[src/rtl/rv32v_uop_sequencer.sv]
// Vector micro-op sequencer: expands one decoded vector instruction into one
// micro-op per register of its LMUL group. Outputs are registered and
// handshaked with valid/ready.
module rv32v_uop_sequencer #(
  parameter int unsigned VLEN   = 128,
  parameter int unsigned CTRL_W = 32,
  parameter int unsigned VL_W   = $clog2(VLEN) + 1
) (
  input  logic              CLK,
  input  logic              nRST,
  input  logic              flush,
  input  logic              in_valid,
  output logic              in_ready,
  input  logic [CTRL_W-1:0] in_ctrl,
  input  logic [4:0]        in_vd,
  input  logic [4:0]        in_vs1,
  input  logic [4:0]        in_vs2,
  input  logic [1:0]        in_vsew,
  input  logic [2:0]        in_vlmul,
  input  logic [VL_W-1:0]   in_vl,
  output logic              out_valid,
  input  logic              out_ready,
  output logic [CTRL_W-1:0] out_ctrl,
  output logic [4:0]        out_vd,
  output logic [4:0]        out_vs1,
  output logic [4:0]        out_vs2,
  output logic [VL_W-1:0]   out_elem_base,
  output logic [VL_W-1:0]   out_active,
  output logic              out_first,
  output logic              out_last,
  output logic              err
);

  typedef enum logic [0:0] {StIdle, StIssue} state_e;

  // Elements per register at SEW=8; wider SEW just shifts this down.
  localparam logic [VL_W-1:0] Epr8 = VL_W'(VLEN / 8);

  state_e              state_q, state_d;
  logic [CTRL_W-1:0]   ctrl_q, ctrl_d;
  logic [4:0]          vd_q, vd_d, vs1_q, vs1_d, vs2_q, vs2_d;
  logic [VL_W-1:0]     base_q, base_d, active_q, active_d;
  logic [VL_W-1:0]     vl_q, vl_d, epr_q, epr_d;
  logic [2:0]          idx_q, idx_d, last_idx_q, last_idx_d;
  logic                first_q, first_d, last_q, last_d;
  logic                err_q, err_d;

  logic                accept, illegal, xfer;
  logic [VL_W-1:0]     in_epr, next_base;
  logic [2:0]          in_last_idx;

  // Body elements of a register starting at element 'base', clamped to 0..epr.
  function automatic logic [VL_W-1:0] calc_active(input logic [VL_W-1:0] vl,
                                                    input logic [VL_W-1:0] base,
                                                    input logic [VL_W-1:0] epr);
    logic [VL_W-1:0] rem;
    rem = vl - base;
    if (vl <= base)     return '0;
    else if (rem < epr) return rem;
    else                return epr;
  endfunction

  // Handshake, decode of incoming vsew/vlmul and output wiring.
  always_comb begin
    in_ready  = (state_q == StIdle) && !flush;
    out_valid = (state_q == StIssue);
    accept    = in_valid && in_ready;
    xfer      = out_valid && out_ready;
    illegal   = (in_vsew == 2'd3) || (in_vlmul == 3'd4);
    in_epr    = Epr8 >> in_vsew;
    next_base = base_q + epr_q;
    // Fractional LMUL (vlmul[2] set) always uses a single register.
    in_last_idx = 3'd0;
    if (!in_vlmul[2]) begin
      unique case (in_vlmul[1:0])
        2'd0:    in_last_idx = 3'd0;
        2'd1:    in_last_idx = 3'd1;
        2'd2:    in_last_idx = 3'd3;
        default: in_last_idx = 3'd7;
      endcase
    end
    out_ctrl      = ctrl_q;
    out_vd        = vd_q;
    out_vs1       = vs1_q;
    out_vs2       = vs2_q;
    out_elem_base = base_q;
    out_active    = active_q;
    out_first     = first_q;
    out_last      = last_q;
    err           = err_q;
  end

  // Next-state: accept/expand, advance one register per transfer, flush wins.
  always_comb begin
    state_d    = state_q;
    ctrl_d     = ctrl_q;
    vd_d       = vd_q;
    vs1_d      = vs1_q;
    vs2_d      = vs2_q;
    base_d     = base_q;
    active_d   = active_q;
    vl_d       = vl_q;
    epr_d      = epr_q;
    idx_d      = idx_q;
    last_idx_d = last_idx_q;
    first_d    = first_q;
    last_d     = last_q;
    err_d      = 1'b0;
    if (flush) begin
      state_d = StIdle;
    end else begin
      unique case (state_q)
        StIdle: begin
          if (accept) begin
            ctrl_d     = in_ctrl;
            vd_d       = in_vd;
            vs1_d      = in_vs1;
            vs2_d      = in_vs2;
            vl_d       = in_vl;
            epr_d      = in_epr;
            idx_d      = 3'd0;
            last_idx_d = in_last_idx;
            base_d     = '0;
            active_d   = calc_active(in_vl, '0, in_epr);
            first_d    = 1'b1;
            last_d     = (in_last_idx == 3'd0);
            if (illegal)               err_d   = 1'b1;
            else if (in_vl != '0)      state_d = StIssue;
          end
        end
        StIssue: begin
          if (xfer) begin
            if (last_q) begin
              state_d = StIdle;
            end else begin
              idx_d    = idx_q + 3'd1;
              vd_d     = vd_q + 5'd1;
              vs1_d    = vs1_q + 5'd1;
              vs2_d    = vs2_q + 5'd1;
              base_d   = next_base;
              active_d = calc_active(vl_q, next_base, epr_q);
              first_d  = 1'b0;
              last_d   = ((idx_q + 3'd1) == last_idx_q);
            end
          end
        end
        default: state_d = StIdle;
      endcase
    end
  end

  // State and field registers with synchronous active-low reset.
  always_ff @(posedge CLK) begin
    if (!nRST) begin
      state_q    <= StIdle;
      ctrl_q     <= '0;
      vd_q       <= '0;
      vs1_q      <= '0;
      vs2_q      <= '0;
      base_q     <= '0;
      active_q   <= '0;
      vl_q       <= '0;
      epr_q      <= '0;
      idx_q      <= '0;
      last_idx_q <= '0;
      first_q    <= 1'b0;
      last_q     <= 1'b0;
      err_q      <= 1'b0;
    end else begin
      state_q    <= state_d;
      ctrl_q     <= ctrl_d;
      vd_q       <= vd_d;
      vs1_q      <= vs1_d;
      vs2_q      <= vs2_d;
      base_q     <= base_d;
      active_q   <= active_d;
      vl_q       <= vl_d;
      epr_q      <= epr_d;
      idx_q      <= idx_d;
      last_idx_q <= last_idx_d;
      first_q    <= first_d;
      last_q     <= last_d;
      err_q      <= err_d;
    end
  end

endmodule

[config.mk]
export PLATFORM = sky130hd
export DESIGN_NAME = rv32v_uop_sequencer
export DESIGN_NICKNAME = d
export VERILOG_FILES = /design/src/rtl/rv32v_uop_sequencer.sv
export SDC_FILE = /design/constraint.sdc
export NUM_CORES = 1
export LEC_CHECK = 0
export ABC_AREA = 1
export CORE_MARGIN = 4
export CORE_UTILIZATION = 55
export DETAILED_ROUTE_END_ITERATION = 7
export DONT_BUFFER_PORTS = 1
export PLACE_DENSITY = 0.74
export SYNTH_ARGS = -nofsm -noshare
export SYNTH_HDL_FRONTEND = slang
export SYNTH_SLANG_ARGS = --single-unit
export TNS_END_PERCENT = 100
[constraint.sdc]
create_clock -name CLK -period 4 [get_ports CLK]
set_input_delay 0 -clock CLK [delete_from_list [all_inputs] [get_ports CLK]]
set_output_delay 0 -clock CLK [all_outputs]
set_load 0.05 [all_outputs]
==> run metrics, run 1 <==
outcome finished clean; combinational share of power 18.8%; ys flop type dfxtp_1; synthesized cell area approximately 0.0043 sq mm; Initial Utilization a little under three fifths; power consumption between 2 and 2.5 mW; CP Launch Type flip-flop; Die H 96.6 microns; Crit Path Class flip-flop to flip-flop; CP required between 4 and 5 ns; Global Route Usage Sum between 20% and 30%; DR iter-0 viols approximately 260; worst slack, placed around 0.65 ns; Cells after Synth between 500 and 600; final worst path period need ~3.4 ns; core area between 0.007 and 0.008 sq mm; NetSw around 0.74 mW; gpl congestion between 0.8 and 0.9; Synth Area per Inst ~7.4 sq um; post_cts resized 0; Port Buf Inserts 0; Seq cells post-synth 84; Pwr Density about 400 mW/mm^2; DIE WIDTH ~97 microns; routed vias/inst roughly 5.5; root buf cell clkbuf_8; switching share of power between 30% and 40%; Hold EP epr_q[2]; vias in the first global route around 4000; ant diodes 0; Worst R2R Start epr_q[1]; layout cells sized above 1 under 10%; fmax roughly 300 MHz; Final Hold Fails 0; final setup fails 0; relative slew slack between 40% and 50%; share of flip-flops with an asynchronous set or reset 0%; drt pass-1 iters 5; CP max FO 5; r2r setup slk about 0.64 ns; R2R depth 17; # DRC 0; Setup WS post-layout roughly 0.64 ns; Leakage Power 2.22 nW; CTS tree yes; I/O pin cnt ~130; first-pass GRT wire length around 20 mm; Hold Path Class primary input to flip-flop; WP data arrival around 3.7 ns; CP endpoint kind flip-flop; measured slew at the worst slew-check pin 0.771 ns; WL per Instance 16.5 microns; Antenna Nets Post-Route 0; Critical path origin epr_q[1]; initial antenna violation count 0; worst skew pair latency between 0.3 and 0.4 ns; most frequent cells in the layout nor2_1 (127), dfxtp_1 (84), nand2_1 (76), o21ai_0 (67), dlygate4sd3_1 (66); hold slack 0.0604 ns; clk sinks between 80 and 90; Final period util between 80% and 90%; GR Overflow Total 0; Reg-to-Reg End out_active[0]; max_cap viols 0; Worst-path clk slew about 0.09 ns; Clock Power Share ~30%; RSZ-0062 raised after global routing false; CTS H-tree depth 3; Max Root-Sink Buffers 2; Hold Path Origin in_vsew[0]; DP HPWL 7.96 mm; Area Overhead vs Synth 21.2%; Worst Skew 0.0112 ns; fin. max-slew vios 0; hold path depth 3; number of nets in the layout 728; Max VDD drop a little over 0.3 mV; die area 0.00932 sq mm; synth warn 0; via count between 4000 and 5000; number of synthesized flops with an enable pin 0; largest net degree at the start of global routing 66; Seq pwr share about half; number of CTS-inserted buffers 9; setup TNS 0 ns; Synth cell types between 40 and 50; number of placement rows 32; post-synthesis sequential area ratio between 30% and 40%; Detailed Route WL around 12 mm; commonest non-fill, non-tap cell in the layout nor2_1; Internal roughly 1.3 mW
## cells by family (layout without fill, tap and decap cells)
logic type               count (synthesis)  count (layout)  synth area share [%]
AND/OR/NAND/NOR                        257             257                  26.2
AO/OA/AOI/OAI                          125             125                  16.7
flip-flops                              84              84                  39.0
buffers and inverters                   75             137                  7.60
adder cells (fa/ha/maj)                 23              23                  7.02
XOR/XNOR                                17              17                  3.45
other                                    1               2                0.0869
## metal layers
layer	GRT usage [%]	share of wire, %	vias to the layer above	routed length (microns)
li1	-	-	2017	-
met1	34.7	40	1928	4890
met2	44.9	49	174	6040
met3	7.28	9.6	18	1180
met4	8.41	1.6	0	203
met5	0	0	-	0
## registers in the layout, indices dropped and copies added (netlist names)
signal and cells:
out_active 8, epr_q 4, out_last 1, err 1, out_elem_base 7, last_idx_q 3
out_first 1, vl_q 8, out_vd 5, out_ctrl 32, out_vs2 5, idx_q 3
out_vs1 5, out_valid 1
## cells in the mapped netlist (5+ instances only)
library cell | instances | share of area [%]
nor2_1 | 127 | 11
xor2_1 | 11 | 2.2
nand2_1 | 76 | 6.6
a21oi_1 | 32 | 3.7
dfxtp_1 | 84 | 39
nand3_1 | 21 | 2.4
buf_2 | 6 | 0.70
ha_1 | 21 | 6.1
clkbuf_1 | 15 | 1.3
inv_1 | 44 | 3.8
nand4_1 | 6 | 0.87
xnor2_1 | 6 | 1.2
a31oi_1 | 9 | 1.3
o21ai_2 | 5 | 1.0
o21ai_0 | 67 | 7.8
## what timing repair did
action | CTS | global route
endpoints found under the hold margin | 75 | 0
hold buffers | 67 | 0
setup buffers | 0 | 0
## how the worst max path moves through the flow
stage | endpoint | slack (ns) | depth (start not counted)
5_1_grt | out_active[3] | 0.28 | 18
4_1_cts | out_active[0] | 0.62 | 17
3_5_place_dp | out_active[0] | 0.65 | 17
2_1_floorplan | out_active[0] | 0.61 | 17
6_report | out_active[0] | 0.64 | 17
3_3_place_gp | out_active[0] | 0.85 | 17
## power groups by stage
stage / Sequential [mW] / Clock (mW) / Combinational (mW)
after floorplan: 1.06 / 0 / 0.273
after global placement: 1.08 / 0 / 0.309
after detailed placement: 1.08 / 0 / 0.318
after CTS: 1.06 / 0.647 / 0.381
after global routing: 1.07 / 0.681 / 0.438
final: 1.06 / 0.630 / 0.390
## stage by stage
stage	util, %	std cells	area, sq um
after floorplan	-	583	4320
after global placement	56.5	664	4340
after detailed placement	56.5	664	4340
after CTS	68.0	747	5230
after global routing	68.0	747	5230
final	68.0	747	5230
## worst max-delay path, cell delays in order, from the launching register on
cell and delay [ns]:
dfxtp_1 0.36, ha_1 0.17, inv_1 0.06, fa_1 0.40, xnor2_1 0.22, inv_1 0.07, ha_1 0.30, or2_1 0.23
and2_1 0.18, xnor2_1 0.24, inv_1 0.08, ha_1 0.27, nand2_1 0.08, nand2_2 0.07, nor2_4 0.17, nand3_4 0.11
nand3b_4 0.17, a21oi_2 0.11
## final cells by class
class | count | area, sq um
clock inverter | 7 | 80.1
fill | 662 | 2460
tap | 102 | 128
sequential | 84 | 1680
multi-input combinational | 424 | 2310
inverter | 49 | 189
clock buffer | 9 | 124
timing repair buffer | 72 | 718
(Power assumes the default switching activity.)
==> run 2, diff against run 1 <==
Settings changed: ABC_AREA 1 to 0, PLACE_DENSITY 0.74 to 0.77.
Clock period 4 ns to 2.8 ns, I/O delays scaled along.
==> run 2 against run 1 <==
The run now ends with setup timing left. Worst hold slack worse by 0.046 ns. Synthesized cell count is 9.3% lower. Critical endpoint is now out_active[1]. Fmax is 9.3% lower. Final cell count is 1.5% lower. First-iteration DRC count is 12% higher. Setup slack worse by 1.5 ns. Cell area is 9.8% higher.
==> run metrics, run 2 <==
Cells after Synth 528 (-9.3%); Synth cell types 56 (+30%); DIE WIDTH 97.2 microns (+0.65%); failing checks setup timing; Pwr Density 495 mW/mm^2 (+25%); initial antenna violation count 0 (unchanged); ant diodes 0 (unchanged); Area contributors post-synth dfxtp_1 (38%), nand2_1 (9.7%), a21boi_0 (8.6%); Crit path max-delay family compound AO/OA/AOI/OAI gates; clk sinks 84 (unchanged); gpl congestion 0.940 (+7.7%); max_cap viols 0 (unchanged); most frequent cells in the layout nand2_1 (113), dfxtp_1 (78), dlygate4sd3_1 (64), buf_4 (55), a21boi_0 (50); Final period util 133% (+48 points); Seq cells post-synth 84 (unchanged); via count 4291 (+3.7%); layout cells sized above 1 16.1% (+7.3 points); Global Route Usage Sum 27.7% (+0.45 points); post-synth top area share 38.4% (-0.55 points); synth warn 0 (unchanged); share of flip-flops with an asynchronous set or reset 0% (unchanged); core area 0.00773 sq mm (+0.52%); relative slew slack 56.5% (+7.9 points); Port Buf Inserts 0 (unchanged); Area Overhead vs Synth 31.2%; CP Launch Type flip-flop; crit path cell chain ha_4, inv_2, fa_2, ha_4, nor2b_1, o21ai_0, a21oi_2, ha_4, or3_1, o22a_1, a311oi_2, o211ai_2, or4b_1, a31oi_1; most common cell in the netlist nand2_1; slowest stage delay, CP 0.54 ns (+0.14 ns); I/O pin cnt 133 (unchanged); Slowest cell on crit path fa_2; post-synthesis sequential area ratio 38.4% (-0.55 points); outcome complete, but fails checks; number of synthesized flops with an enable pin 0 (unchanged); vias in the first global route 4342 (+7.6%); CP max FO 3 (-2); fin area 0.00574 sq mm (+9.8%); DP HPWL 8.14 mm (+2.2%); DR iter-0 viols 291 (+12%); Inst Count DP 643 (-3.2%); worst slack, placed -0.833 ns (-1.48 ns); Hold Path Class primary input to flip-flop; commonest non-fill, non-tap cell in the layout nand2_1; Initial Utilization 56.6% (+0.50 points); max reg flops 32 (unchanged); final setup fails 5 (+5); first-pass GRT wire length 21.4 mm (+7.4%); Worst Path Buf+Inv 1 (-2); Setup WS post-layout -0.910 ns (-1.55 ns); hold slack 0.0149 ns (-0.0456 ns); final worst path period need 3.71 ns (+0.345 ns); CTS H-tree depth 3 (unchanged); # fillers 522 (-21%); number of placement rows 32 (unchanged); Leakage Power 2.22 nW (+0.11%); number of CTS-inserted buffers 9 (unchanged); die area 0.00944 sq mm (+1.3%); fin. max-slew vios 0 (unchanged); measured slew at the worst slew-check pin 0.652 ns (-0.118 ns); Most common cell on crit path ha_4; Crit Path Class flip-flop to flip-flop; setup TNS -4.09 ns (-4.09 ns); fmax 270 MHz (-9.3%); Synth top cells by count nand2_1 (113), dfxtp_1 (84), a21boi_0 (50), o21ai_0 (26), clkbuf_1 (25); Detailed Route WL 13.5 mm (+9.4%); RSZ-0062 raised after global routing true; top cell type by total area after synthesis dfxtp_1; GR Overflow Total 0 (unchanged); routed vias/inst 5.83 (+5.3%); Worst Skew 0.0145 ns (+0.00325 ns); CP endpoint kind flip-flop; WP data arrival 4.00 ns (+0.35 ns); Max VDD drop 0.370 mV (+19%); CTS tree yes; number of nets in the layout 717 (-1.5%); drt pass-1 iters 6 (+1); root buf cell clkbuf_8; Antenna Nets Post-Route 0 (unchanged); CP required 3.09 ns (-1.20 ns); synthesized cell area 0.00437 sq mm (+1.4%); largest net degree at the start of global routing 85 (+29%); placed cell areas 0.00473 sq mm (+8.9%); Non-Filler Instances 736 (-1.5%); Max Root-Sink Buffers 2 (unchanged); WL per Instance 18.3 microns (+11%); worst skew pair latency 0.36 ns (about the same); Die H 97.2 microns (+0.65%); # DRC 0 (unchanged); Worst-path clk slew 0.09 ns (about the same); Synth Area per Inst 8.28 sq um (+12%); ys flop type dfxtp_1; Final Hold Fails 0 (unchanged)
==> run 2: layout make-up <==
type / instances / area [sq um] / area share (%)
Inverter: 22 / 82.6 / 1.44
Timing Repair Buffer: 121 / 1090 / 19.0
Clock buffer: 10 / 149 / 2.59
Clock inverter: 6 / 55.1 / 0.959
Sequential cell: 84 / 1700 / 29.6
Tap cell: 102 / 128 / 2.22
Multi-Input combinational cell: 391 / 2540 / 44.2
==> run 2: cells by family (layout without fill, tap and decap cells) <==
| logic type | Yosys count | count (layout) | synth area share, % |
|---|---|---|---|
| AOI/OAI and AO/OA | 151 | 151 | 23.9 |
| xor gates and xnor gates | 14 | 14 | 2.80 |
| adders and majority gates | 23 | 23 | 6.92 |
| buffers and inverters | 54 | 159 | 5.41 |
| DFF | 84 | 84 | 38.4 |
| muxes | 8 | 8 | 1.92 |
| other | 1 | 2 | 0.0857 |
| and+or+nand+nor | 193 | 193 | 20.5 |
==> run 2: worst paths after layout <==
| kind | start | to | slack (ns) | depth (start not counted) |
|---|---|---|---|---|
| worst max-delay path | epr_q[1] | out_active[1] | -0.91 | 14 |
| worst max register to register | epr_q[1] | out_active[1] | -0.91 | 14 |
| worst min-delay path | in_vl[3] | out_active[3] | 0.01 | 3 |
| worst min register to register | idx_q[1] | idx_q[1] | 0.48 | 2 |
==> run 2: repair_timing <==
item	CTS	global route
endpoints found under the hold margin	84	0
setup endpoints to repair	5	5
hold buffers	65	0
resized for setup	5	5
setup buffers	11	4
pin swaps	12	5
==> run 2: through the flow <==
stage	utilization (%)	power, mW
after global placement	61.2	1.82
after global routing	74.3	2.96
after detailed placement	61.2	1.84
after floorplan	-	1.73
after CTS	73.7	2.80
final	74.3	2.84
==> run 2: where the power goes <==
| group | leakage, nW | internal, mW | switching, mW |
|---|---|---|---|
| clock network | 0.101 | 0.390 | 0.477 |
| logic | 1.43 | 0.278 | 0.270 |
| registers | 0.689 | 1.24 | 0.186 |
==> run 2: worst reg2reg max path: cells and delay by family, from the launching register on <==
family                     cells  cell delay (ns)
buffers and inverters          1             0.03
and+or+nand+nor                3             0.97
DFF                            1             0.36
adders and majority gates      4             1.07
AOI/OAI and AO/OA              6             1.19
==> run 2: per-layer routing <==
metal	GRT usage, %	vias up	wire length, microns
met1	31.7	2018	5220
met4	14.5	0	535
met2	47.1	200	6620
met3	7.25	45	1090
li1	-	2028	-
met5	0	-	0
==> run 3, diff against run 2 <==
Settings changed: MAX_ROUTING_LAYER set to met4.
==> run 3 against run 2 <==
The flow still finishes with violations (setup timing). First-iteration DRC count increased by 13%. Clock power is 22% higher. Critical path depth rose by 1. Non-clock buffer count is 12 higher. Sequential share of layout area shrank 0.98 points. Utilization increased by 2.6 points. Setup slack got worse by 0.18 ns. Cell area rose by 3.4%. Highest routed layer unchanged.
==> run metrics, run 3 (synthesized netlist as in run 2, its figures left out) <==
final worst path period need 3.89 ns (+0.176 ns); Final period util 139% (+6.3 points); Die H 97.2 microns (unchanged); # DRC 0 (unchanged); fmax 257 MHz (-4.5%); GR Overflow Total 0 (unchanged); Antenna Nets Post-Route 0 (unchanged); Worst-path clk slew 0.09 ns (about the same); RSZ-0062 raised after global routing true; commonest non-fill, non-tap cell in the layout nand2_1; hold slack 0.00971 ns (-0.00516 ns); outcome complete, but fails checks; Pwr Density 520 mW/mm^2 (+5.0%); Max VDD drop 0.326 mV (-12%); # fillers 499 (-4.4%); setup TNS -4.90 ns (-0.807 ns); Crit path max-delay family compound AO/OA/AOI/OAI gates; first-pass GRT wire length 22.7 mm (+6.0%); WL per Instance 19.3 microns (+5.4%); Most common cell on crit path ha_4; max_cap viols 0 (unchanged); Hold Path Class primary input to flip-flop; Setup WS post-layout -1.09 ns (-0.176 ns); power consumption 3.09 mW (+8.6%); number of nets in the layout 729 (+1.7%); number of CTS-inserted buffers 9 (unchanged); final setup fails 5 (unchanged); CP endpoint kind flip-flop; CTS tree yes; routed vias/inst 5.98 (+2.5%); number of placement rows 32 (unchanged); ant diodes 0 (unchanged); most frequent cells in the layout nand2_1 (113), dfxtp_1 (78), buf_4 (66), dlygate4sd3_1 (64), a21boi_0 (50); CTS H-tree depth 3 (unchanged); largest net degree at the start of global routing 85 (unchanged); Crit Path Class flip-flop to flip-flop; Worst Path Buf+Inv 1 (unchanged); layout cells sized above 1 18.6% (+2.5 points); crit path cell chain ha_4, inv_2, fa_2, xor2_2, ha_1, o21a_2, o31a_1, a21oi_4, ha_4, or3_1, o22a_1, a311oi_2, o211ai_2, or4b_1, a31oi_1; fin. max-slew vios 0 (unchanged); Global Route Usage Sum 30.3% (+2.6 points); measured slew at the worst slew-check pin 0.638 ns (-0.0144 ns); max reg flops 32 (unchanged); worst slack, placed -0.823 ns (+0.0101 ns); Area Overhead vs Synth 35.8%; DP HPWL 8.10 mm (-0.53%); CP max FO 2 (-1); vias in the first global route 4504 (+3.7%); clk sinks 84 (unchanged); Port Buf Inserts 0 (unchanged); worst skew pair latency 0.37 ns (about the same); Initial Utilization 56.6% (unchanged); DIE WIDTH 97.2 microns (unchanged); I/O pin cnt 133 (unchanged); WP data arrival 4.17 ns (+0.17 ns); Slowest cell on crit path or4b_1; Leakage Power 2.33 nW (+4.9%); Max Root-Sink Buffers 2 (unchanged); failing checks setup timing; Worst Skew 0.0138 ns (-0.000687 ns); slowest stage delay, CP 0.50 ns (-0.04 ns); DR iter-0 viols 328 (+13%); gpl congestion 0.936 (-0.39%); Detailed Route WL 14.4 mm (+7.1%); CP required 3.09 ns (about the same); root buf cell clkbuf_8; CP Launch Type flip-flop; die area 0.00944 sq mm (unchanged); Final Hold Fails 0 (unchanged); initial antenna violation count 0 (unchanged); relative slew slack 57.4% (+0.92 points); drt pass-1 iters 6 (unchanged); via count 4472 (+4.2%); core area 0.00773 sq mm (unchanged)
run 3: path summary, 6_finish.rpt:
path         startpoint  slack (ns)            end  cells after the start
max            epr_q[1]       -1.09  out_active[1]                     15
min            in_vl[3]        0.01  out_active[3]                      3
max reg2reg    epr_q[1]       -1.09  out_active[1]                     15
min reg2reg     vl_q[7]        0.48        vl_q[7]                      2
run 3: layout make-up:
| type | instances | area (sq um) | share of cell area [%] |
|---|---|---|---|
| Clock buffer | 10 | 128 | 2.15 |
| Clock inverter | 6 | 110 | 1.85 |
| Inverter | 22 | 82.6 | 1.39 |
| Multi-Input combinational cell | 391 | 2600 | 43.8 |
| Sequential cell | 84 | 1700 | 28.6 |
| Tap cell | 102 | 128 | 2.15 |
| Timing Repair Buffer | 133 | 1190 | 20.1 |
run 3: power breakdown:
group	internal (mW)	switching, mW	total (mW)
Sequential	1.24	0.186	1.43
Combinational	0.306	0.292	0.599
Clock	0.596	0.466	1.06
run 3: repair_timing:
action / in CTS / in global routing
resized for setup: 12 / 10
pin swaps: 15 / 11
hold buffers: 65 / 0
hold endpoints to repair: 84 / 0
endpoints found under the setup margin: 5 / 6
buffers inserted: 29 / 6
run 3: metrics by stage:
| step | cells | area (sq um) | utilization (%) |
|---|---|---|---|
| 2_1_floorplan | 529 | 4420 | - |
| 3_3_place_gp | 642 | 4730 | 61.3 |
| 3_5_place_dp | 642 | 4730 | 61.3 |
| 4_1_cts | 751 | 5900 | 76.4 |
| 5_1_grt | 748 | 5940 | 76.8 |
| 6_report | 748 | 5940 | 76.8 |
run 3: routing by layer:
layer / track usage [%] / up-vias / part of all wire, %
met1: 34.1 / 2112 / 38
met5: - / - / 0
li1: - / 2046 / -
met2: 49.7 / 256 / 49
met4: 14.8 / 0 / 4.4
met3: 8.33 / 58 / 9.0
run 3: worst min-delay path: cells and delay by family:
family          cells  cell delay, ns
mux                 1            0.12
compound gates      2            0.22
